[src/rtl/fir_out_decimator.sv]
// Post-FIR output stage: rounds and saturates each kept sample, decimates by DECIM,
// and buffers results in a small FIFO presented as a valid/ready stream.
module fir_out_decimator #(
  parameter int unsigned IN_W  = 16,
  parameter int unsigned OUT_W = 8,
  parameter int unsigned SHIFT = 2,
  parameter int unsigned DECIM = 2,
  parameter int unsigned DEPTH = 4
) (
  input  logic                     clk,
  input  logic                     reset,
  input  logic [IN_W-1:0]          y_in,
  input  logic                     y_valid,
  output logic [OUT_W-1:0]         m_data,
  output logic                     m_valid,
  input  logic                     m_ready,
  output logic [$clog2(DEPTH):0]   fifo_level,
  output logic                     overflow,
  output logic                     saturated
);

  localparam int unsigned PtrW = $clog2(DEPTH);
  localparam int unsigned LvlW = PtrW + 1;
  localparam int unsigned PhW  = (DECIM > 1) ? $clog2(DECIM) : 1;

  localparam logic [IN_W:0] Round  = (SHIFT == 0) ? '0 : ((IN_W+1)'(1) << (SHIFT - 1));
  localparam logic [IN_W:0] OutMax = {{(IN_W + 1 - OUT_W){1'b0}}, {OUT_W{1'b1}}};
  localparam logic [PhW-1:0]  PhLast = PhW'(DECIM - 1);
  localparam logic [LvlW-1:0] LvlFull = LvlW'(DEPTH);

  // Decimation phase
  logic [PhW-1:0] phase_q;
  logic           keep;

  // Stage 1: scaled sample
  logic [IN_W:0]      rounded;
  logic [IN_W:0]      scaled;
  logic               clip;
  logic [OUT_W-1:0]   s1_data_d;
  logic [OUT_W-1:0]   s1_data_q;
  logic               s1_valid_q;

  // FIFO
  logic [OUT_W-1:0] mem [DEPTH];
  logic [PtrW-1:0]  wr_ptr_q;
  logic [PtrW-1:0]  rd_ptr_q;
  logic [LvlW-1:0]  level_q;
  logic             pop;
  logic             push;
  logic             drop;
  logic             full;
  logic             overflow_q;
  logic             saturated_q;

  assign keep = y_valid && (phase_q == '0);

  // Scaling is done one bit wider than the input so the rounding add cannot wrap.
  always_comb begin
    rounded   = {1'b0, y_in} + Round;
    scaled    = rounded >> SHIFT;
    clip      = (scaled > OutMax);
    s1_data_d = clip ? {OUT_W{1'b1}} : scaled[OUT_W-1:0];
  end

  always_ff @(posedge clk) begin
    if (reset) begin
      phase_q <= '0;
    end else if (y_valid) begin
      phase_q <= (phase_q == PhLast) ? '0 : phase_q + PhW'(1);
    end
  end

  always_ff @(posedge clk) begin
    if (reset) begin
      s1_valid_q <= 1'b0;
      s1_data_q  <= '0;
    end else begin
      s1_valid_q <= keep;
      if (keep) begin
        s1_data_q <= s1_data_d;
      end
    end
  end

  // A full FIFO still accepts a write when the head leaves in the same cycle.
  always_comb begin
    full    = (level_q == LvlFull);
    m_valid = (level_q != '0);
    pop     = m_valid && m_ready;
    push    = s1_valid_q && (!full || pop);
    drop    = s1_valid_q && full && !pop;
    m_data  = m_valid ? mem[rd_ptr_q] : '0;
  end

  always_ff @(posedge clk) begin
    if (!reset && push) begin
      mem[wr_ptr_q] <= s1_data_q;
    end
  end

  always_ff @(posedge clk) begin
    if (reset) begin
      wr_ptr_q <= '0;
      rd_ptr_q <= '0;
      level_q  <= '0;
    end else begin
      if (push) begin
        wr_ptr_q <= wr_ptr_q + PtrW'(1);
      end
      if (pop) begin
        rd_ptr_q <= rd_ptr_q + PtrW'(1);
      end
      unique case ({push, pop})
        2'b10:   level_q <= level_q + LvlW'(1);
        2'b01:   level_q <= level_q - LvlW'(1);
        default: level_q <= level_q;
      endcase
    end
  end

  always_ff @(posedge clk) begin
    if (reset) begin
      overflow_q  <= 1'b0;
      saturated_q <= 1'b0;
    end else begin
      if (drop) begin
        overflow_q <= 1'b1;
      end
      if (keep && clip) begin
        saturated_q <= 1'b1;
      end
    end
  end

  assign fifo_level = level_q;
  assign overflow   = overflow_q;
  assign saturated  = saturated_q;

endmodule
[config.mk]
export PLATFORM = sky130hd
export DESIGN_NAME = fir_out_decimator
export DESIGN_NICKNAME = d
export VERILOG_FILES = /design/src/rtl/fir_out_decimator.sv
export SDC_FILE = /design/constraint.sdc
export NUM_CORES = 1
export LEC_CHECK = 0
export ABC_CLOCK_PERIOD_IN_PS = 2100
export CAP_MARGIN = 20
export CORE_ASPECT_RATIO = 1.1
export CORE_MARGIN = 2
export CORE_UTILIZATION = 59
export CTS_BUF_LIST = sky130_fd_sc_hd__clkbuf_4 sky130_fd_sc_hd__clkbuf_8
export DETAILED_ROUTE_END_ITERATION = 10
export DONT_BUFFER_PORTS = 1
export GPL_TIMING_DRIVEN = 0
export PLACE_DENSITY = 0.82
export REMOVE_ABC_BUFFERS = 1
export SLEW_MARGIN = 20
export SYNTH_ARGS = -nofsm -noshare
export SYNTH_HDL_FRONTEND = slang
export SYNTH_SLANG_ARGS = --single-unit
[constraint.sdc]
create_clock -name clk -period 2.1 [get_ports clk]
set_clock_uncertainty 0.2 [all_clocks]
set_input_delay 0.21 -clock clk [delete_from_list [all_inputs] [get_ports clk]]
set_output_delay 0.21 -clock clk [all_outputs]
set_load 0.005 [all_outputs]
## After elaboration in Yosys (flattened, before gate mapping)

Memory sizes are Yosys's and may differ from the RTL's. A register that Yosys moved wholly into a read port is not among the register bits.
Cells that the tools add are included.
W data, S select, Z words.

- Register bits after elaboration: 19
- Bits in latches: 0
- Bits in writable memories: 32
- Memory bits (read-only): 0
- Output and inout port bits: 14
- Word-level logic and storage cells: 41
- Memories: 1

Memory list:

| memory | words | width | rd ports | clocked after memory_dff | wr ports | line | text |
|---|---|---|---|---|---|---|---|
| mem | 4 | 8 | 1 | 1 | 1 | 44 | `logic [OUT_W-1:0] mem [DEPTH];` |

- $add $sub $neg: 6
- $mul: 0
- Divide/modulo/power cells: 0
- $lt $le $gt $ge: 1
- Equality and inequality tests: 3
- Shift-type cells: 0
- Multiplexer cells: 8
- Bitwise gates (word level): 1
- Reduce and logical (&&, ||, !) cells: 13

Operators with widths:

| cell | number |
|---|---|
| $add A16 B2 Y17 const B | 1 |
| $mux W8 | 2 |
| $gt A15 B8 Y1 const B | 1 |
| $logic_and A1 B1 Y1 | 7 |
| $pmux W3 S2 | 1 |
| $add A2 B1 Y2 const B | 2 |
| $mux W2 | 2 |
| $add A3 B1 Y3 const B | 1 |
| $eq A3 B3 Y1 const B | 1 |
| $logic_not A1 Y1 | 3 |
| $mux W1 | 3 |
| $reduce_bool A3 Y1 | 1 |
| $sub A3 B1 Y3 const B | 1 |
| $eq A2 B1 Y1 const B | 1 |
| $eq A2 B2 Y1 const B | 1 |
| $reduce_bool A2 Y1 | 1 |
| $add A1 B1 Y1 const B | 1 |
| $logic_or A1 B1 Y1 | 1 |
| $not A1 Y1 | 1 |

## Depth between registers and ports, before layout

- Depth after elaboration: 7
- Gate-level depth with buffers: 8
- Depth with buffers taken out: 8

## Worst setup path after synthesis

No wires, ideal clock.

- Path kind: register to register
- Start: reg level_q[0], in the netlist fifo_level[0]
- End: reg level_q[1], in the netlist fifo_level[1]
- Setup time: 0.095 ns
- Arrival: 1.874 ns
- Required time: 1.805 ns
- Path slack: -0.069 ns
- Stages on the path, launching flop included: 8
- Clock period less this slack: 2.169 ns
- Path through: dfxtp_1 > or3_1 > nand2_1 > or2_2 > fa_1 > nor3_1 > o21ai_0 > a221oi_1

- Cells in the longest elaborated chain, start to end: 6
- Elaborated cells on any way between the ends: 12
- Those cells by class: 2 x add/sub; 3 x eq/ne; 1 x mux; 6 x reduce/logical

Ends and longest elaborated chain:

| element | line | text |
|---|---|---|
| start: declaration | 47 | `logic [LvlW-1:0] level_q;` |
| start signal: assignment | 114 | `2'b10: level_q <= level_q + LvlW'(1);` |
| start signal: assignment | 115 | `2'b01: level_q <= level_q - LvlW'(1);` |
| start signal: assignment | 116 | `default: level_q <= level_q;` |
| $eq A3 B3 Y1 / $reduce_bool A3 Y1 (equally long branches) | 87, 88 |  |
| $logic_not A1 Y1 / $logic_and A1 B1 Y1 (equally long branches) | 90, 89 |  |
| $logic_or A1 B1 Y1 | 90 | `push = s1_valid_q && (!full \|\| pop);` |
| $logic_and A1 B1 Y1 | 90 |  |
| $eq A2 B1 Y1 / $eq A2 B2 Y1 (equally long branches) | 113 | `unique case ({push, pop})` |
| $pmux W3 S2 / $reduce_bool A2 Y1 (equally long branches) | n/a |  |

Several ways; a longest one is shown, not always the timed one.
A chain may end at the register's enable or synchronous reset.

## Worst setup path in the final report

- Start: reg level_q[1], in the netlist fifo_level[1]
- End: reg level_q[1], in the netlist fifo_level[1]

- Cells in the longest elaborated chain, start to end: 6
- Elaborated cells on any way between the ends: 12
- Those cells by class: 2 x add/sub; 3 x eq/ne; 1 x mux; 6 x reduce/logical

Ends and longest elaborated chain:

| element | line | text |
|---|---|---|
| $reduce_bool A3 Y1 * | 88 | `m_valid = (level_q != '0);` |
| net m_valid | 15 | `output logic m_valid,` |
| $logic_and A1 B1 Y1 * | 89 | `pop = m_valid && m_ready;` |
| $logic_or A1 B1 Y1 | 90 |  |
| $logic_and A1 B1 Y1 | 90 |  |
| $eq A2 B1 Y1 / $eq A2 B2 Y1 (equally long branches) | 113 |  |
| $pmux W3 S2 / $reduce_bool A2 Y1 (equally long branches) | n/a |  |

Mark *: on every way through the listed nets, which the timed path passes. The rest lies on a longest branch.

==> implementation parameters <==
Parameter                              Value

Status
  Result of the run    finished with violations
  Violations in the final reports    hold timing, setup timing

Finish
  Number of filler instances in the final layout    281
  Synth-to-layout area growth    12.1%
  Antenna diode count    0
  Proportion of layout cells with a drive suffix above 1    0.191
  Total number of nets in the final design    240

Die
  Row Count    24
  Top-level I/O count    34
  Floorplan die height    72.1 um
  Die outline width    65.9 um
  Die area    4750 um2
  Core Footprint    3990 um2
  Initial core utilization    0.622

Drt
  Final Routed Wirelength    4630 um
  Drt via density    ~6.1
  Number of design-rule violations left by the first detailed-router iteration    96
  Post-DR wirelength/cell    17.3 um
  Total number of vias    1623
  DRC violations left    0
  Number of detailed-routing iterations run before antenna repair    4
  DRT antenna net count    0

Logic synthesis
  Cell Area, Synth    about 2500 um2
  Most used flip-flop cell after synthesis    edfxtp_1
  Cells after synthesis    200
  Leading area contributor after synthesis    edfxtp_1
  Mux cell area share after synthesis    0.0765
  Share of flip-flops with an asynchronous set or reset    0
  Synth Area in Compound Gates    0.111
  Simple-gate area share of the yosys netlist    0.159
  Ys Warns    0
  Dominant combinational cell family by area after synthesis    simple AND/OR/NAND/NOR gates
  Post-synthesis share of cell area spent on full adders, half adders and majority gates    0.0332
  Synth Area in XOR/XNOR    0.0388
  Synthesized flop and latch total    53
  Avg Cell Area, Syn    12.4 um2
  EDFF count, synth    32
  Leading cell types by total area after synthesis    edfxtp_1 39%, dfxtp_1 17%, mux4_2 7.2%, nor2_1 3.8%, and2_1 3.3%
  Count of cell types in the netlist    44
  Sequential-to-total area share from yosys stat    0.556
  Fraction of synthesized cell area taken by the top area cell type    0.387

Clocking
  Clk sinks    53
  Register clock-pin slew on the reported worst setup and hold paths    0.09 ns
  Maximum level of the CTS H-tree    2
  Root buffer cell    clkbuf_8
  Buffers from clock root to sink, at most    2
  Worst-skew pair later-pin latency    about 0.3 ns
  Number of clock buffers inserted by TritonCTS    5
  TritonCTS clock tree    yes

Power and ir drop
  P per Cell Area    between 700 and 800 nW/um2
  Max IR drop VDD    0.435 mV
  Power consumption    1980 uW
  LEAKAGE    0.000964 uW

Setup path
  Critical Setup Path Class    reg -> reg
  Endpoint kind of the worst setup timing path    flop
  Sort of element at the start of the critical path    flop
  Worst-path maximum fanout    8
  Arrival time worst endpoint    2.27 ns
  CP required    2.10 ns

STA
  Post-Route Hold Slack    -0.241 ns
  Number of setup violations in the final report    2
  Transition time at the pin with the least slew margin    around 0.48 ns
  Headroom to the max-slew limit    0.678
  Post-layout min period    2.27 ns
  Final critical-path setup slack    -0.174 ns
  RSZ-0062 raised after global routing    yes
  Pins over their slew limit    0
  Final hold violation count    12
  Final critical-path share of the clock period    1.08
  Maximum clock rate    440 MHz

Placement
  HPWL reported at the end of detailed placement    roughly 3000 um
  Quantity of I/O buffers inserted on ports    0
  Routability Congestion    roughly 0.81

GRT
  Met3 Resource Use GR    0.0512
  Global-route wire length before repair    around 7400 um
  Most congested layer reported by global routing    met2
  GR Layer Usage met1    0.271
  GR Overflow Total    0
  Number of global-route vias before repair    1568
  Overall Global Routing Usage    0.207
  Number of antenna violations at the first check in global routing    0
  Met2 routing resource usage after global routing    0.343
  Pin count of the biggest net entering global routing    22

Min path
  Hold Crit Class    in -> reg

Run
  Max Cap Violations    0
==> placed cells by master, fill, tap and decap left out, types with 5 or more instances in the layout <==
master         synthesis  routed
nand2_1               10       9
nand3_1                7       7
clkbuf_8               0       5
inv_1                  6       6
ha_1                   5       5
a21oi_1                5       5
dfxtp_1               21      17
nor2_1                25      25
and2_1                13      13
mux4_2                 8       8
xnor2_1                5       5
edfxtp_1              32      32
xor2_1                 6       6
dlygate4sd3_1          0      11
==> layer usage <==
| metal | vias up | share of wire | routed length, um |
|---|---|---|---|
| met5 | - | 0 | 0 |
| met4 | 0 | 0.013 | 59 |
| met3 | 5 | 0.070 | 324 |
| met2 | 73 | 0.51 | 2360 |
| met1 | 783 | 0.41 | 1880 |
| li1 | 762 | - | - |
==> logic make-up (layout without fill, tap and decap cells) <==
| kind of cell | count (synthesis) | after routing |
|---|---|---|
| AND/OR/NAND/NOR | 74 | 75 |
| flip-flops | 53 | 53 |
| AO/OA/AOI/OAI | 32 | 32 |
| buffers and inverters | 15 | 29 |
| XOR/XNOR | 11 | 11 |
| multiplexers | 9 | 9 |
| adder cells (fa/ha/maj) | 6 | 6 |
==> power by group <==
part           internal [uW]  switching [uW]  total, uW
Combinational            118             107        224
Sequential              1140            48.3       1190
Clock                    237             328        565
==> cell type report <==
type,count,area (um2),share of cell area
clock inverters,3,21.3,0.00763
repair buffers,15,136,0.0489
multi-input cells,133,1080,0.387
well taps,52,65.1,0.0233
inverters,6,22.5,0.00808
flip-flops and latches,53,1390,0.500
clock buffers,5,68.8,0.0247
==> metrics by stage <==
step / setup WS, ns / std cells / TNS [ns] / utilization / cell area, um2
floorplan: -0.202 / 191 / -0.372 / - / 2440
global route: -0.249 / 267 / -0.363 / 0.698 / 2790
detailed placement: -0.490 / 243 / -0.951 / 0.628 / 2510
CTS: -0.122 / 261 / -0.199 / 0.681 / 2720
finish: -0.174 / 267 / -0.234 / 0.698 / 2790
global placement: -0.393 / 243 / -0.767 / 0.628 / 2510
==> worst paths after layout <==
| path | from | to | slack [ns] | cells past startpoint |
|---|---|---|---|---|
| worst min-delay path | reset | fifo_level[0] | -0.24 | 1 |
| worst min register to register | s1_data_q[7] | mem[2][7] | 0.31 | 0 |
| worst max-delay path | fifo_level[1] | fifo_level[1] | -0.17 | 7 |
| worst max register to register | fifo_level[1] | fifo_level[1] | -0.17 | 7 |
==> worst max-delay path, stage by stage, from the launching register on <==
cell      delay, ns
dfxtp_4        0.39
or3_4          0.45
nand2_2        0.08
or2_4          0.11
fa_2           0.45
nor3_2         0.11
o21ai_1        0.09
a221oi_1       0.29
==> repair_timing <==
action                     4_1_cts  5_1_grt
setup buffers                    2        2
resized for setup               13        3
pin swaps                        5        2
hold endpoints to repair        21       14
gates cloned                     1        0
hold buffers                     7        4
setup endpoints to repair       10        4
==> synth_stat cells, drive strengths merged, types with 2 or more instances <==
| library cell | n |
|---|---|
| edfxtp | 32 |
| nor2 | 25 |
| dfxtp | 21 |
| and2 | 13 |
| nand2 | 10 |
| mux4 | 8 |
| clkbuf | 7 |
| nand3 | 7 |
| inv | 6 |
| xor2 | 6 |
| a21oi | 5 |
| a311oi | 5 |
| ha | 5 |
| xnor2 | 5 |
| a31oi | 4 |
| a41oi | 4 |
| nand2b | 4 |
| o21bai | 4 |
| nor3 | 3 |
| a211oi | 2 |
| and3 | 2 |
| buf | 2 |
| nand4 | 2 |
| nor4 | 2 |
| or2 | 2 |
| or3 | 2 |
==> flip-flops by register name, summed over array words and instances (netlist names), named ones only <==
signal	count
rd_ptr_q	2
s1_valid_q	1
fifo_level	3
s1_data_q	8
mem	32
phase_q	1
overflow	1
wr_ptr_q	2
saturated	1
Note: power is estimated with default switching activity, not from simulation.
